$ cat config.mk
export PLATFORM = sky130hd
export DESIGN_NAME = tdc_pop_seq
export DESIGN_NICKNAME = d
export VERILOG_FILES = /design/src/rtl/tdc_pkg.sv /design/src/rtl/tdc_pop_seq_pop_count.sv /design/src/rtl/tdc_pop_seq.sv
export SDC_FILE = /design/constraint.sdc
export NUM_CORES = 1
export LEC_CHECK = 0
export CORE_AREA = 8 8 93 95
export CTS_CLUSTER_SIZE = 30
export DETAILED_ROUTE_END_ITERATION = 8
export DIE_AREA = 0 0 101 103
export GPL_TIMING_DRIVEN = 0
export PLACE_DENSITY_LB_ADDON = 0.05
export SLEW_MARGIN = 10
export SYNTH_ARGS = -nofsm -noshare
export SYNTH_HDL_FRONTEND = slang
export SYNTH_SLANG_ARGS = --single-unit
$ cat constraint.sdc
create_clock -name clk -period 6.85 [get_ports clk]
set_input_delay 1.0275 -clock clk [delete_from_list [all_inputs] [get_ports clk]]
set_output_delay 1.0275 -clock clk [all_outputs]
set_load 0.01 [all_outputs]
$ cat src/rtl/tdc_pkg.sv
// Shared definitions for the TDC thermometer pop-count sequencer and its capture block.
package tdc_pkg;

    localparam int TDC_N = 64;
    localparam int TDC_W = 16;

    typedef enum logic [1:0] {
        ST_IDLE  = 2'd0,
        ST_ISSUE = 2'd1,
        ST_DRAIN = 2'd2,
        ST_HOLD  = 2'd3
    } tdc_state_t;

    // Bits needed to hold a count of 0..n inclusive.
    function automatic int cnt_w(input int n);
        return $clog2(n) + 1;
    endfunction

endpackage

$ cat src/rtl/tdc_pop_seq_pop_count.sv
// Narrow population counter with a one-cycle registered output; updates only when en is high.
module pop_count_simple #(
    parameter int    N      = 16,
    parameter string METHOD = "SV"
) (
    input  logic                 clk,
    input  logic                 rst,
    input  logic                 en,
    input  logic [N-1:0]         x,
    output logic [$clog2(N):0]   y
);

    localparam int CW = $clog2(N) + 1;

    logic [CW-1:0] cnt_next;
    logic [CW-1:0] cnt_reg;

    generate
        if (METHOD == "LOOP") begin : g_loop
            always_comb begin
                cnt_next = '0;
                for (int i = 0; i < N; i++) begin
                    cnt_next = cnt_next + CW'(x[i]);
                end
            end
        end else begin : g_sv
            always_comb begin
                cnt_next = CW'($countones(x));
            end
        end
    endgenerate

    always_ff @(posedge clk) begin
        if (rst) begin
            cnt_reg <= '0;
        end else if (en) begin
            cnt_reg <= cnt_next;
        end
    end

    assign y = cnt_reg;

endmodule

$ cat src/rtl/tdc_pop_seq.sv
// Time-multiplexes one W-bit pop counter across an N-bit TDC snapshot and returns the total on valid/ready.
// Optional thermometer bubble detection is built when TDC_POP_SEQ_BUBBLE_EN is defined.
module tdc_pop_seq
    import tdc_pkg::*;
#(
    parameter int    N          = TDC_N,
    parameter int    W          = TDC_W,
    parameter string POP_METHOD = "SV"
) (
    input  logic                  clk,
    input  logic                  rst,
    input  logic                  start,
    input  logic [N-1:0]          x,
    output logic                  busy,
    output logic                  y_valid,
    input  logic                  y_ready,
    output logic [cnt_w(N)-1:0]   y,
    output logic                  bubble_err
);

    localparam int NCH  = N / W;
    localparam int CW   = cnt_w(N);
    localparam int PW   = cnt_w(W);
    localparam int IDXW = (NCH > 1) ? $clog2(NCH) : 1;
    localparam logic [IDXW-1:0] LAST_IDX = IDXW'(NCH - 1);

    tdc_state_t     state_reg, state_next;
    logic [N-1:0]   snap_reg, snap_next;
    logic [IDXW-1:0] idx_reg, idx_next;
    logic [CW-1:0]  acc_reg, acc_next;
    logic           pend_reg;
    logic [PW-1:0]  part;
    logic           cnt_en;
    logic [W-1:0]   chunk;
    logic [W-1:0]   chunk_arr [NCH];

    genvar gi;
    generate
        for (gi = 0; gi < NCH; gi++) begin : g_chunk
            assign chunk_arr[gi] = snap_reg[gi*W +: W];
        end
    endgenerate

    assign chunk  = chunk_arr[idx_reg];
    assign cnt_en = (state_reg == ST_ISSUE);

    pop_count_simple #(
        .N      (W),
        .METHOD (POP_METHOD)
    ) u_cnt (
        .clk (clk),
        .rst (rst),
        .en  (cnt_en),
        .x   (chunk),
        .y   (part)
    );

    always_comb begin
        state_next = state_reg;
        snap_next  = snap_reg;
        idx_next   = idx_reg;
        acc_next   = acc_reg;
        // The counter result lags the issue by one cycle, so the add trails by one state.
        if (pend_reg) begin
            acc_next = acc_reg + CW'(part);
        end
        case (state_reg)
            ST_IDLE: begin
                if (start) begin
                    snap_next  = x;
                    idx_next   = '0;
                    acc_next   = '0;
                    state_next = ST_ISSUE;
                end
            end
            ST_ISSUE: begin
                if (idx_reg == LAST_IDX) begin
                    idx_next   = '0;
                    state_next = ST_DRAIN;
                end else begin
                    idx_next = idx_reg + 1'b1;
                end
            end
            ST_DRAIN: begin
                state_next = ST_HOLD;
            end
            ST_HOLD: begin
                if (y_ready) begin
                    state_next = ST_IDLE;
                end
            end
            default: begin
                state_next = ST_IDLE;
            end
        endcase
    end

    always_ff @(posedge clk) begin
        if (rst) begin
            state_reg <= ST_IDLE;
            snap_reg  <= '0;
            idx_reg   <= '0;
            acc_reg   <= '0;
            pend_reg  <= 1'b0;
        end else begin
            state_reg <= state_next;
            snap_reg  <= snap_next;
            idx_reg   <= idx_next;
            acc_reg   <= acc_next;
            pend_reg  <= cnt_en;
        end
    end

    assign busy    = (state_reg != ST_IDLE);
    assign y_valid = (state_reg == ST_HOLD);
    assign y       = acc_reg;

`ifdef TDC_POP_SEQ_BUBBLE_EN
    logic bubble_reg;
    logic prev_msb_reg;
    logic chunk_bubble;

    always_comb begin
        chunk_bubble = 1'b0;
        for (int j = 0; j < W - 1; j++) begin
            if (!chunk[j] && chunk[j+1]) begin
                chunk_bubble = 1'b1;
            end
        end
        // Pair straddling the boundary with the previously issued chunk.
        if ((idx_reg != '0) && !prev_msb_reg && chunk[0]) begin
            chunk_bubble = 1'b1;
        end
    end

    always_ff @(posedge clk) begin
        if (rst) begin
            bubble_reg   <= 1'b0;
            prev_msb_reg <= 1'b0;
        end else begin
            if (state_reg == ST_IDLE && start) begin
                bubble_reg <= 1'b0;
            end else if (state_reg == ST_ISSUE && chunk_bubble) begin
                bubble_reg <= 1'b1;
            end
            if (state_reg == ST_ISSUE) begin
                prev_msb_reg <= chunk[W-1];
            end
        end
    end

    assign bubble_err = bubble_reg;
`else
    assign bubble_err = 1'b0;
`endif

endmodule
---- After elaboration in Yosys (flattened, before gate mapping) ----
Index checks and enable logic that the tools add are counted.
word-level totals
  flip-flop bits (word level) ............. 81
  input bits .............................. 68
cells by class
  $add $sub $neg .......................... 17
  order comparisons ....................... 1
  equality and inequality tests ........... 7
  muxes and demuxes ....................... 13
  bitwise logic cells ..................... 1
  reductions and logical operators ........ 6
operators by type and width
  operator                                                                count
  5-bit adder                                                             7
  16-bit binary-select mux with 2-bit select                              1
  16-bit 2-to-1 mux                                                       2
  7-bit 2-to-1 mux                                                        3
  1-bit by 1-bit adder with 2-bit output                                  8
  2-bit 2-to-1 mux                                                        5
  2-bit one-hot mux with 4 select lines                                   1
  7-bit by 5-bit adder with 7-bit output                                  1
  2-bit equality test (second input constant)                             3
  2-bit by 1-bit != test with 1-bit output (second input constant)        2
  2-bit one-hot mux with 2 select lines                                   1
  2-bit AND reduction                                                     2
  2-bit nonzero test                                                      2
  3-bit >= comparator (second input constant)                             1
  2-bit inverter with 3-bit output                                        1
  3-bit AND reduction                                                     1
  2-bit by 1-bit adder with 2-bit output (second input constant)          1
  2-bit by 1-bit equality test with 1-bit output (second input constant)  1
  2-bit zero test                                                         1
  2-bit != test (second input constant)                                   1

---- Longest topological paths before layout ----
Gate-level depths: netlist (run 1).
  depth after elaboration ................. 8
  mapped depth ............................ 19

---- Modules after synthesis ----
From an unflattened synthesis (run 1), not the netlist that was laid out.
second synthesis, totals
  cells, all modules ...................... 458
  area total of the unflattened synthesis .. 4,105.2 µm²
modules (own cells, without submodules)
  module            instances  cells an instance  area each (µm²)
  tdc_pop_seq       1          384                3,423.3
  pop_count_simple  1          74                 681.9

---- Worst setup path after synthesis (run 1) ----
No wires, ideal clock.
  kind .................................... reg2reg
  from .................................... reg idx_reg[0]
  to ...................................... reg u_cnt.cnt_reg[3], in the netlist u_cnt.y[3]
  setup time .............................. 0.128 ns
  data arrival time ....................... 4.469 ns
  required time ........................... 6.722 ns
  path slack .............................. 2.253 ns
  stages on the path, launching flop included .. 18
  buffers on the path ..................... 2
  clock period less this slack ............ 4.597 ns
  cells stage by stage .................... dfxtp_1 buf_4 buf_4 mux4_2 ha_1 inv_1 fa_1 inv_1 fa_1 fa_1 fa_1 ha_1 inv_1 fa_1 xor2_1 nor2_1 a21oi_1 nor2_1
on the way
  cells in the longest elaborated chain, start to end .. 8
  elaborated cells on any way between the ends .. 19
ends and longest elaborated chain
  item                                                          line                         text
  start, declared                                               tdc_pop_seq.sv:29            logic [IDXW-1:0] idx_reg, idx_next;
  start signal, assigned                                        tdc_pop_seq.sv:108           idx_reg <= idx_next;
  2-bit inverter with 3-bit output (implied by the code) (*)    tdc_pop_seq.sv:44            assign chunk = chunk_arr[idx_reg];
  16-bit binary-select mux with 2-bit select (*)                tdc_pop_seq.sv:44
  16-bit 2-to-1 mux (implied by the code) (*) (2 in series)     tdc_pop_seq.sv:44
  1-bit by 1-bit adder with 2-bit output (implied by the code)  tdc_pop_seq_pop_count.sv:28  cnt_next = CW'($countones(x));
  5-bit adder (implied by the code) (2 in series)               tdc_pop_seq_pop_count.sv:28
  5-bit adder (implied by the code) (*)                         tdc_pop_seq_pop_count.sv:28
  end signal, assigned                                          tdc_pop_seq_pop_count.sv:37  cnt_reg <= cnt_next;
  end, declared                                                 tdc_pop_seq_pop_count.sv:16  logic [CW-1:0] cnt_reg;
Every way passes the cells marked *; elsewhere a longest branch is shown, timed or not. The select of a mux whose other input is x is not followed.
A chain may end at the register's enable or synchronous reset.

---- Worst setup path in the final report (run 1) ----
Ends and elaborated chain as after synthesis.

==> results of run 1 <==
tightest hold or removal path, stage by stage (launching register included):
cell	delay, ns
dfxtp_1	0.31
nand2_1	0.05
a21oi_1	0.05
logic make-up (layout without fill, tap and decap cells):
kind of cell | after synthesis | count (layout) | share of synthesized area (%)
buf+inv | 48 | 139 | 5.25
fa+ha+maj | 35 | 35 | 13.5
simple gates | 164 | 164 | 16.7
mux | 22 | 22 | 10.8
other cells | 1 | 1 | 0.0959
flops | 81 | 81 | 41.5
compound gates | 83 | 83 | 11.7
xor+xnor | 2 | 2 | 0.448
where the power goes:
group | internal, mW | switching, mW
registers | 0.564 | 0.0549
logic | 0.328 | 0.423
clock network | 0.213 | 0.168
cell type report:
type                            count  area (µm²)
Buffer                             29         134
Clock buffer                       12         145
Clock inverter                      3        65.1
Fill cell                         609        2130
Inverter                           19        71.3
Multi-Input combinational cell    307        2080
Sequential cell                    81        1620
Tap cell                           99         124
Timing Repair Buffer               76         761
metal layers:
layer  part of all wire [%]  vias to the layer above  track usage, %
met4                    2.1                        0            9.74
met3                    7.6                       17            4.39
met2                     52                      102            36.5
met5                      0                        -               0
met1                     39                     1536            22.3
li1                       -                     1629               -
per-stage QoR:
| stage | instance area [µm²] | utilization (%) | instances | setup slack [ns] | power [mW] |
|---|---|---|---|---|---|
| finish | 5000 | 70.1 | 626 | 1.91 | 1.75 |
| global route | 5000 | 70.1 | 626 | 1.62 | 1.88 |
| CTS | 5000 | 70.1 | 626 | 1.84 | 1.77 |
| detailed placement | 4790 | 67.2 | 611 | 1.92 | 1.39 |
| global placement | 4790 | 67.2 | 611 | 1.98 | 1.36 |
| floorplan | 3910 | - | 436 | 2.25 | 1.16 |
cell usage in the layout, fill, tap and decap left out, types with 10 or more instances in the layout:
cell type,n
clkbuf_1,15
fa_1,12
nand2_1,132
clkbuf_8,10
nor2_1,19
a21oi_1,67
mux4_2,16
dfxtp_1,81
clkdlybuf4s50_1,76
buf_2,11
inv_1,19
ha_1,23
worst max path at each step:
| stage | start | end | depth (start not counted) |
|---|---|---|---|
| detailed placement | idx_reg[0]$_SDFFE_PP0P_ | u_cnt.y[3]$_SDFFE_PP0P_ | 17 |
| global placement | idx_reg[0]$_SDFFE_PP0P_ | u_cnt.y[3]$_SDFFE_PP0P_ | 17 |
| global route | idx_reg[0]$_SDFFE_PP0P_ | u_cnt.y[3]$_SDFFE_PP0P_ | 17 |
| finish | idx_reg[0]$_SDFFE_PP0P_ | u_cnt.y[3]$_SDFFE_PP0P_ | 17 |
| CTS | idx_reg[0]$_SDFFE_PP0P_ | u_cnt.y[3]$_SDFFE_PP0P_ | 17 |
| floorplan | idx_reg[0]$_SDFFE_PP0P_ | u_cnt.y[3]$_SDFFE_PP0P_ | 17 |
==> results by group, run 1 <==
Detailed routing
  • TritonRoute pass-1 iters: 4
  • Average wire per standard cell: 16.0 µm
  • Vias/cell: 5.25
  • Initial DRC Count: 160
  • Total Wirelength: 10000 µm
  • Via count: 3,284
  • # DRC: 0
  • ANT nets after route: 0

Worst setup path
  • CP Data Arrival Time: 5.17 ns
  • FF-to-FF End: u_cnt.y[3]$_SDFFE_PP0P_
  • Cell Chain, Critical Path: buf_4 -> buf_4 -> mux4_2 -> ha_1 -> inv_1 -> fa_1 -> inv_1 -> fa_1 -> fa_1 -> fa_1 -> ha_1 -> inv_1 -> fa_1 -> xor2_1 -> nor2_1 -> a21oi_1 -> nor2_1
  • FF-to-FF path depth: 17
  • CP Capture Type: flip-flop
  • Crit start category: flip-flop
  • CP max stage cell: fa_1
  • Critical setup path kind: reg -> reg
  • CP top delay family: adder cells
  • Worst stage delay on the critical path: 0.56 ns
  • Worst Path Required: 7.08 ns
  • Buf/Inv on CP: 5
  • Crit Path Max Fanout: 10
  • Crit-path most repeated cell: fa_1
  • Register-to-register path setup slack: 1.91 ns
  • FF-to-FF Start: idx_reg[0]$_SDFFE_PP0P_

Synthesis
  • Main area contributors after synthesis: dfxtp_1 41%, nand2_1 13%, mux4_2 9.2%
  • Top cell type's share of synthesized area: 41.5%
  • Post-synth top cells: 132 x nand2_1, 81 x dfxtp_1, 67 x a21oi_1
  • Synth Register Bits: 81
  • Post-synth EDFFs: 0
  • Syn nets: 539
  • Post-synthesis sequential area ratio: 41.5%
  • Syn avg cell area: 8.97 µm²
  • Syn. warnings: 0
  • Gate count of the mapped netlist: 436
  • Yosys cell types: 34
  • Mapped Area: 0.00391 mm²
  • Most numerous cell in the Yosys netlist: nand2_1
  • Leading area contributor after synthesis: dfxtp_1
  • Async set-reset flop share out of synthesis: 0%
  • Post-synth top flop: dfxtp_1

STA
  • F_max: 202 MHz
  • Clock Skew: 0.00516 ns
  • Final min period: 4.94 ns
  • Setup TNS: 0 ns
  • Final Hold Fails: 0
  • Final setup viols: 0
  • Slew margin rel.: 57.9%
  • Worst-Margin Slew: 0.632 ns
  • Worst hold slack: 0.456 ns
  • Final worst-path cycle share: 72.1%
  • Max-slew violations: 0
  • RSZ-0062 raised after global routing: false

GRT
  • First-pass GRT wire length: 16,100 µm
  • Number of global-route vias before repair: 3,410
  • GRT overflow: 0
  • Largest net degree at the start of global routing: 13
  • Tot GR Track Use: 20.3%
  • Initial antenna violation count: 0

Cells and area
  • Largest register FFs: 64
  • Nets: 626
  • Layout cells sized above 1: 8.54%
  • Area grow syn2layout: 28.0%
  • Ant diodes: 0

Power
  • Power density over the cells: 350 mW/mm²
  • IR Drop Worst-Case VDD: 0.151 mV
  • Leakage: 2.01 nW

CTS
  • Sink Count: 81
  • H-tree levels: 3
  • Clock slew at reported path FFs: 0.08 ns
  • Cts bufs inserted: 9
  • Postcts setup bufs: 0
  • Clk Latency, worst-skew pair: 0.35 ns
  • TritonCTS clock tree: built
  • Post-cts resize count: 0
  • Cts hold-fix bufs: 0
  • CTS Buffer Depth: 2
  • Root buf cell: clkbuf_8

Job
  • Max Cap Viol: 0

Floorplanning
  • Placement Rows: 31
  • Vert. Die Dim: 103 µm
  • Horiz. Die Dim: 101 µm
  • Initial Util: 54.8%
  • Core Region: 0.00714 mm²
  • Die Footprint: 0.0104 mm²
  • Num ports: 78

Place
  • # port buffers: 76
  • GP Congestion: 0.819
  • Half-perimeter wire length after placement: 7670 µm

Hold path
  • WHS Path Cells: 2
  • Hold crit path type: reg -> reg
  • Hold endpoint: snap_reg[62]$_SDFFE_PP0P_
  • Beginning of the worst hold path: snap_reg[62]$_SDFFE_PP0P_

Status
  • Status: finished, final reports clean
(Power assumes the default switching activity.)
==> run 2, diff against run 1 <==
Settings changed: CORE_AREA 8 8 93 95 to 8 8 101 103, DIE_AREA 0 0 101 103 to 0 0 109 111.
Clock period 6.85 ns to 4.1 ns, I/O delays scaled along.
==> results by group, run 2 (synthesis results as in run 1) <==
Place
  • Placed Instance Area: 0.00486 mm² (+1.5%)
  • # port buffers: 76 (unchanged)
  • Pre-CTS WS: -0.470 ns (-2.39 ns)
  • Half-perimeter wire length after placement: 7760 µm (+1.2%)
  • GP Congestion: 0.789 (-3.6%)

Hold path
  • Hold endpoint: snap_reg[17]$_SDFFE_PP0P_
  • Beginning of the worst hold path: snap_reg[17]$_SDFFE_PP0P_
  • Hold crit path type: reg -> reg
  • WHS Path Cells: 2 (unchanged)

Cells and area
  • Ant diodes: 0 (unchanged)
  • Area grow syn2layout: 32.7%
  • Most frequent cells in the layout: 132 x nand2_1, 80 x dfxtp_1, 76 x clkdlybuf4s50_1
  • Layout cells sized above 1: 14.1% (+5.5 points)
  • Largest register FFs: 64 (unchanged)
  • Design Area, Final: 0.00519 mm² (+3.7%)
  • Most common cell after layout, fill and taps aside: nand2_1
  • Post-Route Utilization: 60.7% (-9.4 points)
  • # fillers: 757 (+24%)
  • Nets: 631 (+0.80%)

Status
  • Status: complete, but fails checks
  • Failing checks: negative setup slack

Floorplanning
  • Initial Util: 45.7% (-9.1 points)
  • Core Region: 0.00855 mm² (+20%)
  • Num ports: 78 (unchanged)
  • Placement Rows: 34 (+9.7%)
  • Horiz. Die Dim: 109 µm (+7.9%)
  • Vert. Die Dim: 111 µm (+7.8%)
  • Die Footprint: 0.0121 mm² (+16%)

CTS
  • Sink Count: 81 (unchanged)
  • Cts bufs inserted: 9 (unchanged)
  • Clk Latency, worst-skew pair: 0.35 ns (about the same)
  • H-tree levels: 3 (unchanged)
  • TritonCTS clock tree: built
  • Clock slew at reported path FFs: 0.08 ns (about the same)
  • Cts hold-fix bufs: 0 (unchanged)
  • CTS Buffer Depth: 2 (unchanged)
  • Root buf cell: clkbuf_8

Detailed routing
  • Total Wirelength: 10,200 µm (+1.9%)
  • ANT nets after route: 0 (unchanged)
  • # DRC: 0 (unchanged)
  • TritonRoute pass-1 iters: 5 (+1)
  • Vias/cell: 5.07 (-3.4%)
  • Average wire per standard cell: 15.9 µm (-0.46%)
  • Initial DRC Count: 99 (-38%)
  • Via count: 3,249 (-1.1%)

Worst setup path
  • CP Capture Type: flip-flop
  • Worst stage delay on the critical path: 0.55 ns (about the same)
  • Crit-path most repeated cell: fa_1
  • Critical setup path kind: reg -> reg
  • FF-to-FF Start: idx_reg[0]$_SDFFE_PP0P_
  • FF-to-FF End: u_cnt.y[3]$_SDFFE_PP0P_
  • Crit Path Max Fanout: 8 (-2)
  • FF-to-FF path depth: 15 (-2)
  • Worst Path Required: 4.32 ns (-2.76 ns)
  • Crit start category: flip-flop
  • CP top delay family: adder cells
  • Buf/Inv on CP: 3 (-2)
  • CP max stage cell: mux4_2
  • CP Data Arrival Time: 4.62 ns (-0.55 ns)
  • Register-to-register path setup slack: -0.30 ns (-2.21 ns)
  • Cell Chain, Critical Path: buf_12 -> buf_12 -> mux4_2 -> ha_4 -> fa_1 -> fa_1 -> fa_1 -> fa_1 -> ha_2 -> inv_2 -> fa_2 -> xor2_1 -> nor2_1 -> a21oi_1 -> nor2_1

STA
  • Final min period: 4.40 ns (-0.542 ns)
  • Worst hold slack: 0.457 ns (+0.000531 ns)
  • Final worst-path cycle share: 107% (+35 points)
  • Clock Skew: 0.00984 ns (+0.00468 ns)
  • F_max: 227 MHz (+12%)
  • Slew margin rel.: 55.2% (-2.7 points)
  • Final setup viols: 3 (+3)
  • Worst-Margin Slew: 0.672 ns (+0.0407 ns)
  • Slack of the critical path: -0.297 ns (-2.21 ns)
  • Max-slew violations: 0 (unchanged)
  • RSZ-0062 raised after global routing: true
  • Final Hold Fails: 0 (unchanged)

GRT
  • Initial antenna violation count: 0 (unchanged)
  • Number of global-route vias before repair: 3,408 (-0.059%)
  • GRT overflow: 0 (unchanged)
  • Tot GR Track Use: 17.8% (-2.4 points)
  • First-pass GRT wire length: 16,900 µm (+4.9%)
  • Largest net degree at the start of global routing: 14 (+1)

Job
  • Max Cap Viol: 0 (unchanged)

Power
  • Power density over the cells: 586 mW/mm² (+68%)
  • IR Drop Worst-Case VDD: 0.224 mV (+49%)
  • Total power: 3.04 mW (+74%)
  • Leakage: 2.02 nW (+0.54%)
==> run 2: changes by cell type in the layout (fill, tap and decap cells not counted), sizes merged <==
| cell | before | now |
|---|---|---|
| buf | 16 | 20 |
| bufinv | 2 | 1 |
| clkbuf | 25 | 26 |
| clkinv | 1 | 2 |
| clkinvlp | 0 | 1 |
==> run 2: where the power goes <==
group / total [mW] / internal [mW] / switching, mW
Clock: 0.605 / 0.315 / 0.290
Sequential: 1.03 / 0.943 / 0.0903
Combinational: 1.40 / 0.645 / 0.759
Total: 3.04 / 1.90 / 1.14
==> run 2: final cells by class <==
class	count	area [µm²]	share of cell area [%]
timing repair buffer	81	811	15.6
inverter	19	71.3	1.37
buffer	29	168	3.23
sequential	81	1620	31.3
tap	108	135	2.60
clock inverter	4	51.3	0.989
clock buffer	12	155	2.99
multi-input combinational	307	2170	41.9
==> run 2: repair_timing <==
action                                  4_1_cts  5_1_grt
endpoints found under the setup margin        3        3
buffers inserted                              5        0
endpoints found under the hold margin         0        0
gates cloned                                  0        0
gates resized for setup                       5       10
pin swaps                                     4        6
==> run 2: worst reg2reg max path: stages (launching register included) <==
cell,delay [ns]
dfxtp_2,0.36
buf_12,0.12
buf_12,0.13
mux4_2,0.55
ha_4,0.18
fa_1,0.50
fa_1,0.52
fa_1,0.50
fa_1,0.50
ha_2,0.18
inv_2,0.04
fa_2,0.34
xor2_1,0.14
nor2_1,0.05
a21oi_1,0.11
nor2_1,0.05
==> run 2: worst max-delay path by stage <==
| stage | start | endpoint | slack, ns | cells past startpoint |
|---|---|---|---|---|
| after floorplan | idx_reg[0]$_SDFFE_PP0P_ | u_cnt.y[3]$_SDFFE_PP0P_ | -0.18 | 17 |
| after global placement | idx_reg[1]$_SDFFE_PP0P_ | u_cnt.y[3]$_SDFFE_PP0P_ | -0.45 | 15 |
| after detailed placement | idx_reg[1]$_SDFFE_PP0P_ | u_cnt.y[3]$_SDFFE_PP0P_ | -0.47 | 15 |
| after CTS | idx_reg[0]$_SDFFE_PP0P_ | u_cnt.y[3]$_SDFFE_PP0P_ | -0.30 | 17 |
| after global routing | idx_reg[0]$_SDFFE_PP0P_ | u_cnt.y[3]$_SDFFE_PP0P_ | -0.44 | 15 |
| final | idx_reg[0]$_SDFFE_PP0P_ | u_cnt.y[3]$_SDFFE_PP0P_ | -0.30 | 15 |
==> run 2: through the flow <==
stage | setup TNS [ns] | std cells
6_report | -0.534 | 641
3_5_place_dp | -0.972 | 620
5_1_grt | -0.927 | 641
3_3_place_gp | -0.890 | 620
4_1_cts | -0.528 | 641
2_1_floorplan | -0.297 | 436
==> run 2: routing by layer <==
metal	up-vias	wire, µm	part of all wire (%)	GRT usage [%]
met3	11	455	4.5	4.07
li1	1643	-	-	-
met2	66	5130	50	29.9
met5	-	0	0	0
met4	0	141	1.4	5.48
met1	1529	4460	44	21.9
==> run 3, diff against run 2 <==
Settings changed: TNS_END_PERCENT set to 10.
==> results by group, run 3 (synthesis results as in run 1) <==
Status
  • Status: complete, but fails checks
  • Failing checks: negative setup slack

Floorplanning
  • Initial Util: 45.7% (unchanged)
  • Die Footprint: 0.0121 mm² (unchanged)
  • Core Region: 0.00855 mm² (unchanged)
  • Num ports: 78 (unchanged)
  • Horiz. Die Dim: 109 µm (unchanged)
  • Vert. Die Dim: 111 µm (unchanged)
  • Placement Rows: 34 (unchanged)

Worst setup path
  • Crit-path most repeated cell: fa_1
  • Crit Path Max Fanout: 8 (unchanged)
  • CP Data Arrival Time: 4.61 ns (about the same)
  • CP max stage cell: mux4_2
  • Register-to-register path setup slack: -0.27 ns (+0.03 ns)
  • Crit start category: flip-flop
  • Buf/Inv on CP: 5 (+2)
  • CP Capture Type: flip-flop
  • Worst stage delay on the critical path: 0.53 ns (-0.02 ns)
  • Critical setup path kind: reg -> reg
  • CP top delay family: adder cells
  • Cell Chain, Critical Path: buf_12 -> buf_12 -> mux4_2 -> ha_4 -> inv_1 -> fa_1 -> inv_2 -> fa_1 -> fa_1 -> fa_1 -> ha_2 -> inv_2 -> fa_2 -> xor2_2 -> nor2_1 -> a21oi_1 -> nor2_1
  • Worst Path Required: 4.34 ns (+0.02 ns)

CTS
  • TritonCTS clock tree: built
  • Cts hold-fix bufs: 0 (unchanged)
  • H-tree levels: 3 (unchanged)
  • Clock slew at reported path FFs: 0.09 ns (about the same)
  • Cts bufs inserted: 9 (unchanged)
  • Clk Latency, worst-skew pair: 0.36 ns (about the same)
  • CTS Buffer Depth: 2 (unchanged)
  • Sink Count: 81 (unchanged)
  • Root buf cell: clkbuf_8

Power
  • Internal: 1.81 mW (-5.1%)
  • Switching share of power: 38.8% (+1.3 points)
  • Seq pwr share: 35.0% (+1.0 points)
  • IR Drop Worst-Case VDD: 0.220 mV (-1.8%)
  • NetSw: 1.14 mW (+0.46%)
  • Power density over the cells: 577 mW/mm² (-1.6%)
  • Combinational share of power: 46.9% (+0.7 points)
  • Clock power share: 18.1% (-1.8 points)
  • Leakage: 2.00 nW (-0.87%)

Place
  • Placed Instance Area: 0.00485 mm² (-0.26%)
  • Half-perimeter wire length after placement: 7870 µm (+1.4%)
  • GP Congestion: 0.771 (-2.3%)
  • DP Cell Count: 620 (unchanged)
  • # port buffers: 76 (unchanged)

STA
  • F_max: 229 MHz (+0.61%)
  • RSZ-0062 raised after global routing: true
  • Worst-Margin Slew: 0.660 ns (-0.0121 ns)
  • Slack of the critical path: -0.271 ns (+0.0266 ns)
  • Max-slew violations: 0 (unchanged)
  • Final setup viols: 2 (-1)
  • Final worst-path cycle share: 107% (-0.65 points)
  • Clock Skew: 0.0123 ns (+0.00246 ns)
  • Slew margin rel.: 56.0% (+0.81 points)
  • Setup TNS: -0.473 ns (+0.0609 ns)
  • Final Hold Fails: 0 (unchanged)
  • Final min period: 4.37 ns (-0.0266 ns)

GRT
  • Largest net degree at the start of global routing: 14 (unchanged)
  • First-pass GRT wire length: 17,200 µm (+1.8%)
  • Tot GR Track Use: 18.2% (+0.35 points)
  • Initial antenna violation count: 0 (unchanged)
  • GRT overflow: 0 (unchanged)
  • Number of global-route vias before repair: 3,586 (+5.2%)

Cells and area
  • Layout cells sized above 1: 12.8% (-1.3 points)
  • Most frequent cells in the layout: 132 x nand2_1, 80 x dfxtp_1, 76 x clkdlybuf4s50_1
  • Post-Route Utilization: 59.8% (-0.89 points)
  • Register area: 0.00162 mm² (unchanged)
  • Largest register FFs: 64 (unchanged)
  • Ant diodes: 0 (unchanged)
  • Area of the multi-input gates: 0.00215 mm² (-1.2%)
  • Most common cell after layout, fill and taps aside: nand2_1
  • Nets: 631 (unchanged)
  • Non-Filler Instances: 640 (-0.16%)
  • Area grow syn2layout: 30.8%
  • Design Area, Final: 0.00511 mm² (-1.5%)
  • # fillers: 769 (+1.6%)

Hold path
  • Hold crit path type: reg -> reg

Detailed routing
  • ANT nets after route: 0 (unchanged)
  • Via count: 3,239 (-0.31%)
  • Total Wirelength: 10,300 µm (+1.3%)
  • Initial DRC Count: 113 (+14%)
  • Average wire per standard cell: 16.1 µm (+1.5%)
  • # DRC: 0 (unchanged)
  • Vias/cell: 5.06 (-0.15%)
  • TritonRoute pass-1 iters: 4 (-1)

Job
  • Max Cap Viol: 0 (unchanged)
## run 3: final cells by class
cell class / instances / share of cell area [%]
clock inverter: 4 / 0.563
clock buffer: 11 / 2.77
buffer: 29 / 3.23
sequential: 81 / 31.8
multi-input combinational: 307 / 42.0
timing repair buffer: 81 / 15.6
inverter: 19 / 1.40
tap: 108 / 2.64
## run 3: path summary, 6_finish.rpt
path	start	cells after the start	end
max	idx_reg[0]$_SDFFE_PP0P_	17	u_cnt.y[3]$_SDFFE_PP0P_
min	snap_reg[16]$_SDFFE_PP0P_	2	snap_reg[16]$_SDFFE_PP0P_
max reg2reg	idx_reg[0]$_SDFFE_PP0P_	17	u_cnt.y[3]$_SDFFE_PP0P_
min reg2reg	snap_reg[16]$_SDFFE_PP0P_	2	snap_reg[16]$_SDFFE_PP0P_
## run 3: power groups by stage
stage | registers (mW) | logic, mW | clock network [mW]
after floorplan | 1.02 | 0.970 | 0
after global routing | 1.05 | 1.59 | 0.572
after CTS | 1.03 | 1.40 | 0.535
final | 1.03 | 1.38 | 0.533
after global placement | 1.05 | 1.29 | 0
after detailed placement | 1.05 | 1.32 | 0
## run 3: worst min-delay path, delay by kind of cell, from the launching register on
kind,cells,cell delay (ns)
flip-flops,1,0.31
AND/OR/NAND/NOR,1,0.05
AO/OA/AOI/OAI,1,0.05
## run 3: per-stage QoR
step                setup WS (ns)  hold WS (ns)  power (mW)
finish                     -0.271         0.455        2.95
global route               -0.462         0.479        3.21
CTS                        -0.319         0.455        2.97
detailed placement         -0.525         0.445        2.37
global placement           -0.448         0.439        2.34
floorplan                  -0.184         0.433        1.99
## run 3: repair_timing
item	CTS	global route
endpoints found under the setup margin	4	4
resized for setup	10	2
hold endpoints to repair	0	0
pin swaps	3	1
buffers inserted	5	0
## run 3: metal layers
metal	up-vias	GRT usage, %	part of all wire, %
li1	1637	-	-
met1	1509	22.0	43
met2	77	30.6	50
met3	16	4.19	4.9
met4	0	6.12	2.0
met5	-	0	0
